--- src/rtl/mem_bus_pkg.sv ---
// Shared types for the two-master memory bus arbiter.
package mem_bus_pkg;

    typedef enum logic {
        OWNER_CORE = 1'b0,
        OWNER_DBG  = 1'b1
    } owner_e;

    typedef enum logic [1:0] {
        ARB_IDLE     = 2'd0,
        ARB_OWN_CORE = 2'd1,
        ARB_OWN_DBG  = 2'd2,
        ARB_LOCKED   = 2'd3
    } arb_state_e;

endpackage

--- src/rtl/mem_bus_rr_pick.sv ---
// Two-way winner pick: sole requester wins; on contention either debug
// (fixed priority) or whichever requester did not win last time.
module mem_bus_rr_pick
    import mem_bus_pkg::*;
#(
    parameter int DBG_PRIORITY = 0
) (
    input  logic   i_core_req,
    input  logic   i_dbg_req,
    input  owner_e i_last_winner,
    output logic   o_valid,
    output owner_e o_winner
);

    // Combinational winner selection
    always_comb begin
        o_valid  = i_core_req | i_dbg_req;
        o_winner = OWNER_CORE;
        if (i_dbg_req && !i_core_req) begin
            o_winner = OWNER_DBG;
        end else if (i_dbg_req && i_core_req) begin
            if (DBG_PRIORITY != 0) begin
                o_winner = OWNER_DBG;
            end else begin
                o_winner = (i_last_winner == OWNER_CORE) ? OWNER_DBG : OWNER_CORE;
            end
        end
    end

endmodule

--- src/rtl/mem_bus_arbiter.sv ---
// Shares one memory port between the core (requester 0) and the debug
// system-bus engine (requester 1). A grant is held until the slave completes;
// the debug side can lock the bus across several accesses.
module mem_bus_arbiter
    import mem_bus_pkg::*;
#(
    parameter int ADDR_WIDTH   = 32,
    parameter int DATA_WIDTH   = 32,
    parameter int DBG_PRIORITY = 0
) (
    input  logic                    clk,
    input  logic                    rst_n,
    input  logic                    core_read,
    input  logic                    core_write,
    input  logic [ADDR_WIDTH-1:0]   core_addr,
    input  logic [DATA_WIDTH-1:0]   core_wdata,
    input  logic [DATA_WIDTH/8-1:0] core_be,
    output logic [DATA_WIDTH-1:0]   core_rdata,
    output logic                    core_complete_read,
    output logic                    core_complete_write,
    input  logic                    dbg_read,
    input  logic                    dbg_write,
    input  logic [ADDR_WIDTH-1:0]   dbg_addr,
    input  logic [DATA_WIDTH-1:0]   dbg_wdata,
    input  logic [DATA_WIDTH/8-1:0] dbg_be,
    input  logic                    dbg_lock,
    output logic [DATA_WIDTH-1:0]   dbg_rdata,
    output logic                    dbg_complete_read,
    output logic                    dbg_complete_write,
    output logic                    dbg_granted,
    output logic                    mem_read,
    output logic                    mem_write,
    output logic [ADDR_WIDTH-1:0]   mem_addr,
    output logic [DATA_WIDTH-1:0]   mem_wdata,
    output logic [DATA_WIDTH/8-1:0] mem_be,
    input  logic [DATA_WIDTH-1:0]   mem_rdata,
    input  logic                    mem_complete_read,
    input  logic                    mem_complete_write
);

    arb_state_e r_state, w_state_nxt;
    owner_e     r_last, w_last_nxt;
    logic       w_pick_valid;
    owner_e     w_pick;
    logic       w_sel_valid;
    owner_e     w_sel;
    logic       w_done;

    mem_bus_rr_pick #(.DBG_PRIORITY(DBG_PRIORITY)) u_pick (
        .i_core_req    (core_read | core_write),
        .i_dbg_req     (dbg_read | dbg_write),
        .i_last_winner (r_last),
        .o_valid       (w_pick_valid),
        .o_winner      (w_pick)
    );

    // State and last-winner registers; reset abandons any access in flight
    always_ff @(posedge clk or negedge rst_n) begin
        if (!rst_n) begin
            r_state <= ARB_IDLE;
            r_last  <= OWNER_DBG;
        end else begin
            r_state <= w_state_nxt;
            r_last  <= w_last_nxt;
        end
    end

    // Current bus owner: arbitrated in IDLE, fixed while owned, debug-only when locked
    always_comb begin
        w_sel_valid = 1'b0;
        w_sel       = OWNER_CORE;
        case (r_state)
            ARB_IDLE:     begin w_sel_valid = w_pick_valid;         w_sel = w_pick;    end
            ARB_OWN_CORE: begin w_sel_valid = 1'b1;                 w_sel = OWNER_CORE; end
            ARB_OWN_DBG:  begin w_sel_valid = 1'b1;                 w_sel = OWNER_DBG; end
            ARB_LOCKED:   begin w_sel_valid = dbg_read | dbg_write; w_sel = OWNER_DBG; end
            default:      begin w_sel_valid = 1'b0;                 w_sel = OWNER_CORE; end
        endcase
        // Keep every output quiet while reset is held, even if requests are up
        if (!rst_n) w_sel_valid = 1'b0;
        w_done = w_sel_valid & (mem_complete_read | mem_complete_write);
    end

    // Next state: a completing access releases to IDLE (or LOCKED for a locking debug owner)
    always_comb begin
        w_state_nxt = r_state;
        w_last_nxt  = r_last;
        if (w_sel_valid) begin
            if (w_done) begin
                w_state_nxt = (w_sel == OWNER_DBG && dbg_lock) ? ARB_LOCKED : ARB_IDLE;
                w_last_nxt  = w_sel;
            end else begin
                w_state_nxt = (w_sel == OWNER_DBG) ? ARB_OWN_DBG : ARB_OWN_CORE;
            end
        end else if (r_state == ARB_LOCKED && !dbg_lock) begin
            w_state_nxt = ARB_IDLE;
        end
    end

    // Bus mux and response steering; read wins over a simultaneous write
    always_comb begin
        mem_read            = 1'b0;
        mem_write           = 1'b0;
        mem_addr            = '0;
        mem_wdata           = '0;
        mem_be              = '0;
        core_rdata          = '0;
        core_complete_read  = 1'b0;
        core_complete_write = 1'b0;
        dbg_rdata           = '0;
        dbg_complete_read   = 1'b0;
        dbg_complete_write  = 1'b0;
        if (w_sel_valid && w_sel == OWNER_CORE) begin
            mem_read            = core_read;
            mem_write           = core_write & ~core_read;
            mem_addr            = core_addr;
            mem_wdata           = core_wdata;
            mem_be              = core_be;
            core_complete_read  = mem_complete_read;
            core_complete_write = mem_complete_write;
            core_rdata          = mem_complete_read ? mem_rdata : '0;
        end else if (w_sel_valid) begin
            mem_read            = dbg_read;
            mem_write           = dbg_write & ~dbg_read;
            mem_addr            = dbg_addr;
            mem_wdata           = dbg_wdata;
            mem_be              = dbg_be;
            dbg_complete_read   = mem_complete_read;
            dbg_complete_write  = mem_complete_write;
            dbg_rdata           = mem_complete_read ? mem_rdata : '0;
        end
    end

    assign dbg_granted = (r_state == ARB_OWN_DBG) || (r_state == ARB_LOCKED);

endmodule

--- config.mk ---
export PLATFORM = sky130hd
export DESIGN_NAME = mem_bus_arbiter
export DESIGN_NICKNAME = d
export VERILOG_FILES = /design/src/rtl/mem_bus_pkg.sv /design/src/rtl/mem_bus_rr_pick.sv /design/src/rtl/mem_bus_arbiter.sv
export SDC_FILE = /design/constraint.sdc
export NUM_CORES = 1
export LEC_CHECK = 0
export ABC_AREA = 1
export BUFFER_PORTS_ARGS = -buffer_cell sky130_fd_sc_hd__buf_2
export CAP_MARGIN = 20
export CORE_AREA = 2 2 122 124
export CTS_CLUSTER_DIAMETER = 120
export DETAILED_ROUTE_END_ITERATION = 10
export DIE_AREA = 0 0 124 126
export GPL_TIMING_DRIVEN = 1
export PLACE_DENSITY = 0.47
export RECOVER_POWER = 25
export SYNTH_ARGS = -nofsm -noshare
export SYNTH_HDL_FRONTEND = slang
export SYNTH_SLANG_ARGS = --single-unit
--- constraint.sdc ---
create_clock -name clk -period 1.5 [get_ports clk]
set_clock_uncertainty 0.05 [all_clocks]
set_input_delay 0.15 -clock clk [delete_from_list [all_inputs] [get_ports clk]]
set_output_delay 0.15 -clock clk [all_outputs]
set_load 0.005 [all_outputs]
Word-level counts from Yosys, hierarchy flattened
Cells that the tools add are included.
{"block": "word_totals", "ram_bits": 0, "elab_cells": 59, "latchBits": 0, "mem_bits_ro": 0, "regBits": 3, "input_bits": 177, "out_inout_bits": 139, "memories": 0}
{"block": "op_classes", "n_div": 0, "magnitude_cmp": 0, "eq_ne": 3, "shifts": 0, "bitwise_logic": 10, "mul": 0, "addsub": 0, "reduce_logical": 13, "muxes": 31}
{"operator": "32-bit 2-to-1 mux", "n": 8}
{"operator": "1-bit 2-to-1 mux", "n": 14}
{"operator": "2-bit 2-to-1 mux", "n": 5}
{"operator": "4-bit 2-to-1 mux", "n": 2}
{"operator": "1-bit case mux with 3 select lines", "n": 2}
{"operator": "1-bit logical AND", "n": 5}
{"operator": "2-bit == test (second input constant)", "n": 2}
{"operator": "1-bit OR", "n": 4}
{"operator": "2-bit OR reduction", "n": 2}
{"operator": "1-bit AND", "n": 3}
{"operator": "1-bit inverter", "n": 3}
{"operator": "2-bit by 1-bit == test with 1-bit output (second input constant)", "n": 1}
{"operator": "1-bit logical NOT", "n": 2}
{"operator": "2-bit logical NOT", "n": 1}
{"operator": "2-bit AND reduction", "n": 1}
{"operator": "2-bit nonzero test", "n": 1}
{"operator": "1-bit logical OR", "n": 1}

Logic depth before layout (Yosys ltp)
Gate-level depths: netlist of the first run.
{"block": "depth", "word_depth": 9, "ltp_mapped": 11, "depth_no_buf": 10}

Hierarchy
A second synthesis of the first run with hierarchy kept.
{"block": "unflattened", "cells_unflattened": 381, "area_unflattened_um2": 1716.6}
{"mod": "mem_bus_arbiter", "area_each_um2": 1701.6, "cells_each": 378, "n_inst": 1, "seq_area_each_um2": 76.3}
{"mod": "mem_bus_rr_pick", "area_each_um2": 15.0, "cells_each": 3, "n_inst": 1, "seq_area_each_um2": 0.0}

Worst setup path before layout of the first run
Ideal clock, no wire load.
{"block": "synth_timing", "kind": "register -> output", "start": "register r_state[1]", "end": "output port core_rdata[10]", "t_required_ns": 1.300, "arrival_time_ns": 1.452, "n_path_buf": 1, "path_slack_ns": -0.152, "path_stages_with_launch": 9, "path_cell_list": "dfrtp_1 ha_1 or2_1 nand2_2 nand2_4 inv_6 nand2_4 buf_6 nor2_2"}
{"block": "synth_between", "elab_chain_cells": 6, "word_cells_on_any_way": 12, "classes_between": "eq/ne (3); mux (4); bitwise (1); reduce/logical (4)"}
{"element": "from (decl)", "line_no": "mem_bus_arbiter.sv:41", "text": "arb_state_e r_state, w_state_nxt;"}
{"element": "from (signal assigned)", "line_no": "mem_bus_arbiter.sv:63", "text": "r_state <= w_state_nxt;"}
{"element": "2-bit == test / 2-bit by 1-bit == test with 1-bit output (equally long branches)", "line_no": "mem_bus_arbiter.sv:72", "text": "case (r_state)"}
{"element": "2-bit OR reduction (no source line)"}
{"element": "1-bit case mux with 3 select lines", "line_no": "mem_bus_arbiter.sv:72"}
{"element": "1-bit 2-to-1 mux / 1-bit inverter (equally long branches)", "line_no": "mem_bus_arbiter.sv:80, mem_bus_arbiter.sv:113"}
{"element": "1-bit logical AND (*)", "line_no": "mem_bus_arbiter.sv:113", "text": "if (w_sel_valid && w_sel == OWNER_CORE) begin"}
{"element": "32-bit 2-to-1 mux (*)", "line_no": "mem_bus_arbiter.sv:113"}
{"element": "to (decl)", "line_no": "mem_bus_arbiter.sv:18", "text": "output logic [DATA_WIDTH-1:0] core_rdata,"}
Mark *: on every way between the ends. The rest lies on a longest branch, timed or not.

Worst setup path after layout of the first run
{"block": "layout_timing", "start": "register r_state[0]", "end": "output port mem_addr[11]"}
{"block": "layout_between", "elab_chain_cells": 6, "word_cells_on_any_way": 13, "classes_between": "eq/ne (3); mux (5); bitwise (1); reduce/logical (4)"}
{"element": "2-bit == test / 2-bit by 1-bit == test with 1-bit output (equally long branches)", "line_no": "mem_bus_arbiter.sv:72"}
{"element": "2-bit OR reduction (no source line)"}
{"element": "1-bit case mux with 3 select lines", "line_no": "mem_bus_arbiter.sv:72"}
{"element": "1-bit 2-to-1 mux / 1-bit inverter (equally long branches)", "line_no": "mem_bus_arbiter.sv:80, mem_bus_arbiter.sv:113"}
{"element": "32-bit 2-to-1 mux / 1-bit logical AND (equally long branches)", "line_no": "mem_bus_arbiter.sv:122, mem_bus_arbiter.sv:113"}
{"element": "32-bit 2-to-1 mux (*)", "line_no": "mem_bus_arbiter.sv:113"}
{"element": "to (decl)", "line_no": "mem_bus_arbiter.sv:33", "text": "output logic [ADDR_WIDTH-1:0] mem_addr,"}
Marked as above.

==> results of run 1 <==
state kept, by name, summed over array words and instances (netlist names):
| name | flops |
|---|---|
| r_last | 1 |
| r_state | 2 |
worst max-delay path, stage by stage, from the launching register on:
cell     delay, ns
dfrtp_1       0.38
inv_2         0.06
ha_2          0.16
or2_1         0.24
nand2_2       0.11
nand2_8       0.12
inv_12        0.13
buf_12        0.16
nand2_1       0.07
a21oi_2       0.13
buf_2         0.12
through the flow:
stage	area [um^2]	utilization (%)	power (mW)	hold WS, ns	setup WS (ns)
after floorplan	2420	-	4.11	-0.196	-0.109
after global placement	4430	31.0	6.69	-0.0862	-0.376
after detailed placement	4430	31.0	6.66	-0.0853	-0.411
after CTS	5010	35.0	8.57	0.185	-0.623
after global routing	5160	36.0	9.68	0.195	-0.749
final	5160	36.0	8.83	0.175	-0.627
cells in the mapped netlist, types with 2 or more instances:
| master | number | area [um^2] |
|---|---|---|
| dfrtp_1 | 2 | 50.1 |
| buf_2 | 11 | 55.1 |
| nor3_1 | 2 | 10.0 |
| a21oi_1 | 70 | 350 |
| inv_2 | 2 | 7.51 |
| inv_1 | 41 | 154 |
| nand3_1 | 38 | 190 |
| nand2_2 | 2 | 12.5 |
| nand2_4 | 2 | 22.5 |
| clkbuf_1 | 5 | 18.8 |
| buf_4 | 8 | 60.1 |
| o21ai_0 | 3 | 15.0 |
| nor2_1 | 8 | 30.0 |
| o211ai_1 | 3 | 22.5 |
| buf_6 | 12 | 135 |
| ha_1 | 3 | 37.5 |
| nand2_1 | 175 | 657 |
| nor2_2 | 32 | 200 |
cells by family (layout without fill, tap and decap cells):
group                      count (synthesis)  in the layout  synth area share, %
AOI/OAI and AO/OA                         77             77                 18.9
adders and majority gates                  3              3                 1.80
buffers and inverters                     80            424                 21.1
DFF                                        3              3                 3.67
and+or+nand+nor                          261            261                 54.6
cell type report:
| cell class | count | area (um^2) |
|---|---|---|
| fillers | 1576 | 9160 |
| repair buffers | 375 | 2470 |
| multi-input cells | 341 | 2100 |
| well taps | 184 | 230 |
| inverters | 44 | 178 |
| clock buffers | 4 | 78.8 |
| flip-flops and latches | 3 | 76.3 |
| repair inverters | 1 | 16.3 |
power groups by stage:
| stage | sequential (mW) | clock (mW) | combinational, mW |
|---|---|---|---|
| floorplan | 0.146 | 0 | 3.97 |
| global placement | 0.153 | 0 | 6.54 |
| detailed placement | 0.154 | 0 | 6.50 |
| CTS | 0.154 | 0.431 | 7.98 |
| global route | 0.158 | 0.446 | 9.07 |
| finish | 0.153 | 0.425 | 8.25 |
routing by layer:
| layer | global-route usage, % | up-vias |
|---|---|---|
| met5 | 0 | - |
| met4 | 2.38 | 2 |
| met3 | 2.94 | 10 |
| met2 | 28.7 | 182 |
| met1 | 15.8 | 1712 |
| li1 | - | 2014 |
what timing repair did:
| item | CTS | global route |
|---|---|---|
| hold buffers | 1 | 0 |
| hold endpoints to repair | 3 | 0 |
| pin swaps | 12 | 4 |
| cloned | 6 | 2 |
| setup endpoints to repair | 142 | 142 |
| setup buffers | 10 | 3 |
| resized for setup | 62 | 23 |
how the worst min path moves through the flow:
| stage | startpoint | to | slack, ns | depth (start not counted) |
|---|---|---|---|---|
| global route | dbg_lock | r_state[0] | 0.20 | 3 |
| CTS | dbg_lock | r_state[1] | 0.19 | 3 |
| finish | dbg_lock | r_state[1] | 0.18 | 3 |
| floorplan | rst_n | r_state[0] | -0.20 | 0 |
| global placement | rst_n | r_state[0] | -0.09 | 1 |
| detailed placement | rst_n | r_state[0] | -0.09 | 1 |
==> impl_metrics.py, run 1 <==
metrics = {
    "cells_and_area": {
        "diodes": 0,
        "final_cell_mix": "buf_2, nand2_1, a21oi_2, inv_1, nor2_2",
        "fin_nets": 949,
        "final_common_cell": "buf_2",
        "synthToLayoutAreaGrowth_pct": 148,
        "stdcell_count": 952,
        "layout-drive-gt1-share_pct": 70.1,
    },
    "sta": {
        "fmax_ghz": 0.470,
        "hold_viol": 0,
        "fin_crit_sh_pct": 142,
        "slew_viol_final": 0,
        "final.setup.worst_slack_ns": -0.627,
        "maxSlewHeadroom_pct": 79.7,
        "rsz0062_at_grt": "yes",
        "setup_violations": 142,
        "worst_pin_slew_ns": 0.303,
        "tns_ns": -80.49,
        "finalCriticalPeriod_ns": 2.13,
    },
    "global_routing": {
        "grt_max_degree": 38,
        "antenna_found_initial": 1,
        "first_global_vias": 3665,
        "track_usage_pct": 14.6,
        "overflow": 0,
        "grt_pass1_wl_mm": 18.0,
    },
    "synthesis": {
        "yosysSeqAreaShare_pct": 3.67,
        "ys_seq_elements": 3,
        "ys_types": 23,
        "avgSynthCellArea_um2": 4.91,
        "synth_enable_flop_cells": 0,
        "synth_area_um2": 2080,
        "syn_nets": 604,
        "async_reset_ff_share_pct": 100,
        "syn_inst": 424,
        "synthFlopType": "dfrtp_1",
        "ys_warn_count": 0,
    },
    "floorplanning": {
        "initial_core_util_pct": 14.5,
        "die_y_um": 126,
        "die_area_um2": 15600,
        "core_um2": 14300,
        "die_width_um": 124,
        "ios": 316,
        "rows": 44,
    },
    "power": {
        "p_seq_share_pct": 1.7,
        "switching_power_mw": 4.34,
        "combPwrFrac_pct": 93.5,
        "p_clk_share_pct": 4.8,
        "intPower_mw": 4.49,
        "pwr_density_cell_nw_per_um2": 1710,
        "swShare_pct": 49.2,
        "ir_drop_v": 0.000819,
        "p_leak_nw": 2.97,
    },
    "drt": {
        "via_per_inst": 4.12,
        "wl_met2_mm": 6.46,
        "drt-initial-drc-count": 100,
        "dr_wl_met3_mm": 1.04,
        "wirelength_met1_mm": 4.45,
        "drc": 0,
        "detail_route.first_pass.iterations": 4,
        "wl_per_cell_um": 12.7,
        "maxUsedRoutingLayer": "met5",
        "routed_wl_mm": 12.1,
        "ant_nets": 0,
        "num_vias": 3920,
    },
    "worst_setup_path": {
        "startpoint_type": "flop",
        "startpoint": "r_state[0]",
        "worstPathMaxFanout": 20,
        "critPathArrivalTime_ns": 1.93,
        "endpoint": "mem_addr[11]",
        "crit_type": "flop to primary output",
        "worstPathRequired_ns": 1.30,
        "r2r-end": "r_state[0]",
        "ff2ff_path_depth": 12,
        "end_kind": "primary output",
        "reg2reg_setup_slack_ns": -0.37,
        "reg2reg_from": "r_state[0]",
    },
    "clock_network": {
        "insertion_delay_ns": 0.23,
        "h-tree-depth": 1,
        "clockRootBuffer": "clkbuf_16",
        "cts_buffers": 3,
        "cts_max_path_buffers": 2,
        "cts_tree": "done",
        "clk_pin_slew_ns": 0.03,
        "cts_num_sinks": 3,
    },
    "status": {
        "status": "finished, violations left",
        "violations": "setup timing",
    },
    "placement": {
        "io_buffer_count": 315,
        "dp_cells": 928,
        "dp_hpwl_mm": 9.29,
        "gp_congestion": 0.752,
    },
    "flow_run": {
        "maxCapViolCount": 0,
    },
    "worst_hold_path": {
        "worstHoldPathType": "input port to flop",
    },
}
(Power assumes the default switching activity.)
==> run 2, diff against run 1 <==
Settings changed: SETUP_SLACK_MARGIN set to 0.4.
==> run 2 against run 1 <==
- the flow still finishes with violations (setup timing)
- sequential share of layout area fell by 0.15 points
- combinational power rose by 14%
- clock power barely moved
- die area did not move
- non-clock buffer count fell by 1
- clock-buffer cell count did not move
- utilization rose by 4.0 points
- highest routed layer is now met4
- flip-flop and latch count did not move
- maximum frequency rose by 1.3%
- first-iteration DRC count rose by 4.0%
- global-route usage fell by 0.46 points
- design area rose by 11%
==> impl_metrics.py, run 2 (synthesis results as in run 1) <==
metrics = {
    "power": {
        "pwr_density_cell_nw_per_um2": 1750,
        "fin_total_pwr_mw": 10.0,
        "p_clk_share_pct": 4.2,
        "p_leak_nw": 3.09,
        "combPwrFrac_pct": 94.2,
        "intPower_mw": 4.94,
        "ir_drop_v": 0.000849,
        "swShare_pct": 50.7,
        "p_seq_share_pct": 1.6,
        "switching_power_mw": 5.08,
    },
    "cells_and_area": {
        "finalCoreUtilization_pct": 40.1,
        "largest_register_ffs": 2,
        "synthToLayoutAreaGrowth_pct": 175,
        "final_common_cell": "buf_2",
        "regMostFlops": "r_state",
        "top_regs": "r_state: 2 flops, r_last: 1 flops",
        "layout-drive-gt1-share_pct": 79.8,
        "final_cell_mix": "buf_2, nand2_1, a21oi_2, nand2_2, buf_6",
        "diodes": 0,
        "fin_nets": 948,
    },
    "global_routing": {
        "antenna_found_initial": 0,
        "track_usage_pct": 14.1,
        "grt_max_degree": 26,
        "overflow": 0,
        "first_global_vias": 3508,
        "grt_pass1_wl_mm": 17.3,
    },
    "floorplanning": {
        "die_y_um": 126,
        "die_width_um": 124,
        "core_um2": 14300,
        "rows": 44,
        "die_area_um2": 15600,
        "ios": 316,
        "initial_core_util_pct": 14.5,
    },
    "sta": {
        "worst_pin_slew_ns": 0.371,
        "fmax_ghz": 0.476,
        "rsz0062_at_grt": "yes",
        "fin_crit_sh_pct": 140,
        "final.setup.worst_slack_ns": -0.600,
        "maxSlewHeadroom_pct": 75.0,
        "setup_violations": 142,
        "hold_viol": 0,
        "finalCriticalPeriod_ns": 2.10,
        "slew_viol_final": 0,
    },
    "worst_setup_path": {
        "reg2reg_from": "r_state[0]",
        "ff2ff_path_depth": 12,
        "reg2reg_setup_slack_ns": -0.44,
        "worstPathRequired_ns": 1.30,
        "critPathArrivalTime_ns": 1.90,
        "r2r-end": "r_state[0]",
        "crit_type": "flop to primary output",
        "end_kind": "primary output",
        "worstPathMaxFanout": 8,
        "startpoint_type": "flop",
    },
    "drt": {
        "ant_nets": 0,
        "routed_wl_mm": 13.4,
        "drt-initial-drc-count": 104,
        "drc": 0,
        "num_vias": 4062,
        "via_per_inst": 4.27,
        "detail_route.first_pass.iterations": 4,
        "wl_per_cell_um": 14.1,
    },
    "placement": {
        "dp_hpwl_mm": 9.52,
        "io_buffer_count": 315,
        "gp_congestion": 0.796,
    },
    "clock_network": {
        "cts_buffers": 3,
        "clockRootBuffer": "clkbuf_16",
        "cts_tree": "done",
        "insertion_delay_ns": 0.22,
        "h-tree-depth": 1,
        "cts_max_path_buffers": 2,
        "cts_num_sinks": 3,
        "clk_pin_slew_ns": 0.03,
    },
    "worst_hold_path": {
        "worstHoldPathType": "input port to flop",
        "hold_path_depth": 3,
        "min_to": "r_state[0]",
        "min_from": "dbg_lock",
    },
    "flow_run": {
        "maxCapViolCount": 0,
    },
    "status": {
        "violations": "setup timing",
        "status": "finished, violations left",
    },
}
==> run 2: changes by cell type in the layout (fill, tap and decap cells not counted), moves of 17 or more <==
cell / delta
nand2_1: -48
nand2_4: +27
buf_6: +21
nand2_2: +21
buf_2: -17
==> run 2: per-stage QoR <==
| stage | cell area (um^2) | setup slack, ns | hold slack (ns) | cells | TNS (ns) |
|---|---|---|---|---|---|
| detailed placement | 4320 | -0.438 | 0.0258 | 925 | -47.21 |
| CTS | 4650 | -0.619 | 0.194 | 936 | -79.06 |
| global route | 5740 | -0.715 | 0.216 | 951 | -91.00 |
| floorplan | 2420 | -0.109 | -0.196 | 424 | -13.03 |
| finish | 5740 | -0.600 | 0.190 | 951 | -77.94 |
| global placement | 4320 | -0.404 | 0.0145 | 925 | -44.56 |
==> run 2: critical path, stage by stage, from the launching register on <==
cell	delay, ns
dfrtp_1	0.41
inv_2	0.08
ha_4	0.15
inv_6	0.04
nor2_4	0.10
nand2_4	0.07
nand2_8	0.16
clkinv_8	0.12
buf_8	0.15
buf_6	0.10
nor3_2	0.14
buf_2	0.13
==> run 2: final cells by class <==
class	count	area, um^2
inverters	44	183
well taps	184	230
repair inverters	1	16.3
flip-flops and latches	3	76.3
multi-input cells	341	2550
fillers	1528	8580
repair buffers	374	2600
clock buffers	4	78.8
==> run 2: what timing repair did <==
action                                  in CTS  in global routing
endpoints found under the setup margin     142                142
hold buffers                                 1                  0
pin swaps                                    3                 52
buffers inserted                             2                  6
hold endpoints to repair                     3                  0
gates cloned                                 4                  9
gates resized for setup                     30                204
==> run 2: power by group through the flow <==
stage	clock network, mW	registers, mW	logic [mW]
after detailed placement	0	0.156	6.14
after CTS	0.428	0.155	7.08
after global routing	0.433	0.161	10.2
final	0.422	0.156	9.44
after floorplan	0	0.146	3.97
after global placement	0	0.155	6.17
==> run 2: worst max path at each step <==
stage	endpoint	from	cells past startpoint
6_report	dbg_complete_write	r_state[1]	11
5_1_grt	dbg_complete_write	r_state[1]	11
4_1_cts	mem_wdata[23]	r_state[0]	10
3_5_place_dp	dbg_rdata[9]	r_state[1]	11
3_3_place_gp	dbg_rdata[9]	r_state[0]	11
2_1_floorplan	core_rdata[10]	r_state[1]	9
==> run 2: per-layer routing <==
metal	track usage (%)	wire [um]
met4	3.97	127
met5	0	0
met1	15.1	4870
met2	27.2	7320
met3	2.90	1090
==> run 3, diff against run 2 <==
Settings changed: ABC_AREA 1 to not set, PLACE_DENSITY 0.47 to 0.45.
==> run 3 against run 2 <==
- the run still ends with setup timing left
- cell count shrank 9.3%
- sequential share of layout area is 0.17 points higher
- combinational power increased by 12%
- wire length fell by 10%
- non-clock buffer count fell by 9
- worst setup slack lost 0.099 ns
- maximum frequency fell by 4.5%
- synthesized cell count is 20% lower
- critical path depth decreased by 2
- clock power about the same
- sequential power up 19%
- critical path type unchanged
- critical endpoint is now core_rdata[17]
- largest cell class unchanged
- highest routed layer unchanged
==> impl_metrics.py, run 3 <==
metrics = {
    "floorplanning": {
        "die_y_um": 126,
        "initial_core_util_pct": 12.8,
        "core_um2": 14300,
        "die_area_um2": 15600,
        "die_width_um": 124,
        "rows": 44,
        "ios": 316,
    },
    "cells_and_area": {
        "fillers": 1518,
        "stdcell_count": 863,
        "seqCellArea_um2": 77.6,
        "layout-drive-gt1-share_pct": 76.6,
        "top_regs": "r_state: 2 flops, r_last: 1 flops",
        "multi_input_area_um2": 2160,
        "largest_register_ffs": 2,
        "fin_nets": 860,
        "synthToLayoutAreaGrowth_pct": 182,
        "regMostFlops": "r_state",
        "diodes": 0,
        "final_cell_mix": "buf_2, nand2_1, a21oi_2, buf_6, and2_4",
        "finalCoreUtilization_pct": 36.2,
        "final_common_cell": "buf_2",
    },
    "synthesis": {
        "synth_area_um2": 1840,
        "synthTopCellsByArea": "nand2_1, and2_1, a21oi_1, buf_6, buf_2",
        "ys_types": 26,
        "synthFlopType": "dfrtp_1",
        "synth.most_common_cell": "nand2_1",
        "synth_area_leader_cell": "nand2_1",
        "ys_top_cells_by_count": "nand2_1, a21oi_1, and2_1",
        "netlist.area_leader.share_pct": 28.6,
        "yosysSeqAreaShare_pct": 4.16,
        "synth_enable_flop_cells": 0,
        "async_reset_ff_share_pct": 100,
        "syn_nets": 521,
        "ys_seq_elements": 3,
        "syn_inst": 341,
        "avgSynthCellArea_um2": 5.38,
        "ys_warn_count": 0,
    },
    "sta": {
        "maxSlewHeadroom_pct": 56.9,
        "worst_pin_slew_ns": 0.644,
        "hold_viol": 0,
        "setup_violations": 142,
        "finalCriticalPeriod_ns": 2.20,
        "tns_ns": -88.96,
        "fmax_ghz": 0.455,
        "fin_crit_sh_pct": 147,
        "rsz0062_at_grt": "yes",
        "slew_viol_final": 0,
        "final.setup.worst_slack_ns": -0.699,
    },
    "placement": {
        "io_buffer_count": 315,
        "dpl_worst_slack_ns": -0.427,
        "gp_congestion": 0.717,
        "dp_cells": 833,
        "dp_hpwl_mm": 8.50,
    },
    "status": {
        "violations": "setup timing",
        "status": "finished, violations left",
    },
    "power": {
        "pwr_density_cell_nw_per_um2": 2170,
        "p_leak_nw": 2.83,
        "fin_total_pwr_mw": 11.2,
        "ir_drop_v": 0.000920,
    },
    "worst_hold_path": {
        "worstHoldPathType": "input port to flop",
    },
    "clock_network": {
        "cts_tree": "done",
        "h-tree-depth": 1,
        "cts_num_sinks": 3,
        "insertion_delay_ns": 0.22,
        "clockRootBuffer": "clkbuf_16",
        "cts_buffers": 3,
        "clk_pin_slew_ns": 0.03,
        "cts_max_path_buffers": 2,
    },
    "drt": {
        "via_per_inst": 4.10,
        "drc": 0,
        "detail_route.first_pass.iterations": 4,
        "drt-initial-drc-count": 108,
        "wl_per_cell_um": 14.0,
        "ant_nets": 0,
        "routed_wl_mm": 12.1,
        "num_vias": 3541,
    },
    "global_routing": {
        "grt_pass1_wl_mm": 14.9,
        "use_met1_pct": 12.2,
        "first_global_vias": 3128,
        "grt_util_met2_pct": 24.2,
        "track_usage_pct": 12.0,
        "grt_max_degree": 44,
        "use_met3_pct": 2.49,
        "overflow": 0,
        "busiest_layer": "met2",
        "antenna_found_initial": 0,
    },
    "worst_setup_path": {
        "critPathArrivalTime_ns": 2.00,
        "startpoint_type": "flop",
        "cpMaxStageDelayCell": "dfrtp_2",
        "worstPathMaxFanout": 8,
        "end_kind": "primary output",
        "cpMostUsedCell": "buf_6",
        "worstPathRequired_ns": 1.30,
        "crit_type": "flop to primary output",
        "max_stage_delay_ns": 0.43,
        "critPathBufInv": 4,
        "critPathTopFamily": "buffers and inverters",
        "crit_chain": "ha_2 -> nor2_4 -> buf_4 -> o22ai_4 -> nor3b_4 -> buf_6 -> clkbuf_16 -> and2_4 -> buf_6",
    },
    "flow_run": {
        "maxCapViolCount": 0,
    },
}
[run 3: where the power goes]
part | internal, mW | leakage (nW) | switching [mW]
combinational | 5.37 | 2.76 | 5.24
sequential | 0.137 | 0.0333 | 0.0494
clock | 0.351 | 0.0382 | 0.0740
[run 3: layout make-up]
cell class              count  area share (%)
inverters                   3           0.217
well taps                 184            4.45
multi-input cells         304            41.7
flip-flops and latches      3            1.50
clock buffers               4            1.52
repair buffers            365            50.6
[run 3: through the flow]
| stage | hold slack (ns) | area, um^2 |
|---|---|---|
| after floorplan | -0.196 | 2200 |
| after global placement | 0.0665 | 3990 |
| after detailed placement | 0.0613 | 3990 |
| after CTS | 0.200 | 4140 |
| after global routing | 0.216 | 5180 |
| final | 0.187 | 5180 |
[run 3: final timing paths]
path,start,depth (start not counted),to,slack [ns]
worst max register to register,r_state[0],11,r_state[0],-0.44
worst min-delay path,dbg_lock,3,r_state[1],0.19
max in group asynchronous,rst_n,3,r_last,0.83
worst max-delay path,r_state[1],9,core_rdata[17],-0.70
min in group asynchronous,rst_n,3,r_state[0],0.38
worst min register to register,r_last,2,r_last,0.46
[run 3: logic make-up after synthesis]
group           Yosys count  share of synthesized area (%)
simple gates            220                           56.7
compound gates           81                           23.3
buf+inv                  34                           13.8
fa+ha+maj                 3                           2.05
flops                     3                           4.16
[run 3: per-layer routing]
layer | up-vias | part of all wire [%]
met1 | 1568 | 37
met5 | - | 0
li1 | 1773 | -
met2 | 192 | 54
met4 | 0 | 1.0
met3 | 8 | 8.1
[run 3: worst reg2reg max path, stage by stage (launching register included)]
cell	delay [ns]
dfrtp_1	0.40
inv_2	0.11
ha_4	0.15
nor2_4	0.04
buf_4	0.13
o22ai_4	0.26
buf_12	0.18
buf_12	0.15
buf_6	0.10
buf_6	0.09
nand3b_1	0.08
a22oi_2	0.14
[run 3: what timing repair did]
action / 4_1_cts / 5_1_grt
buffers inserted: 3 / 10
endpoints found under the hold margin: 3 / 0
endpoints found under the setup margin: 142 / 142
gates resized for setup: 5 / 158
pin swaps: 5 / 75
cloned: 1 / 11
hold buffers: 1 / 0
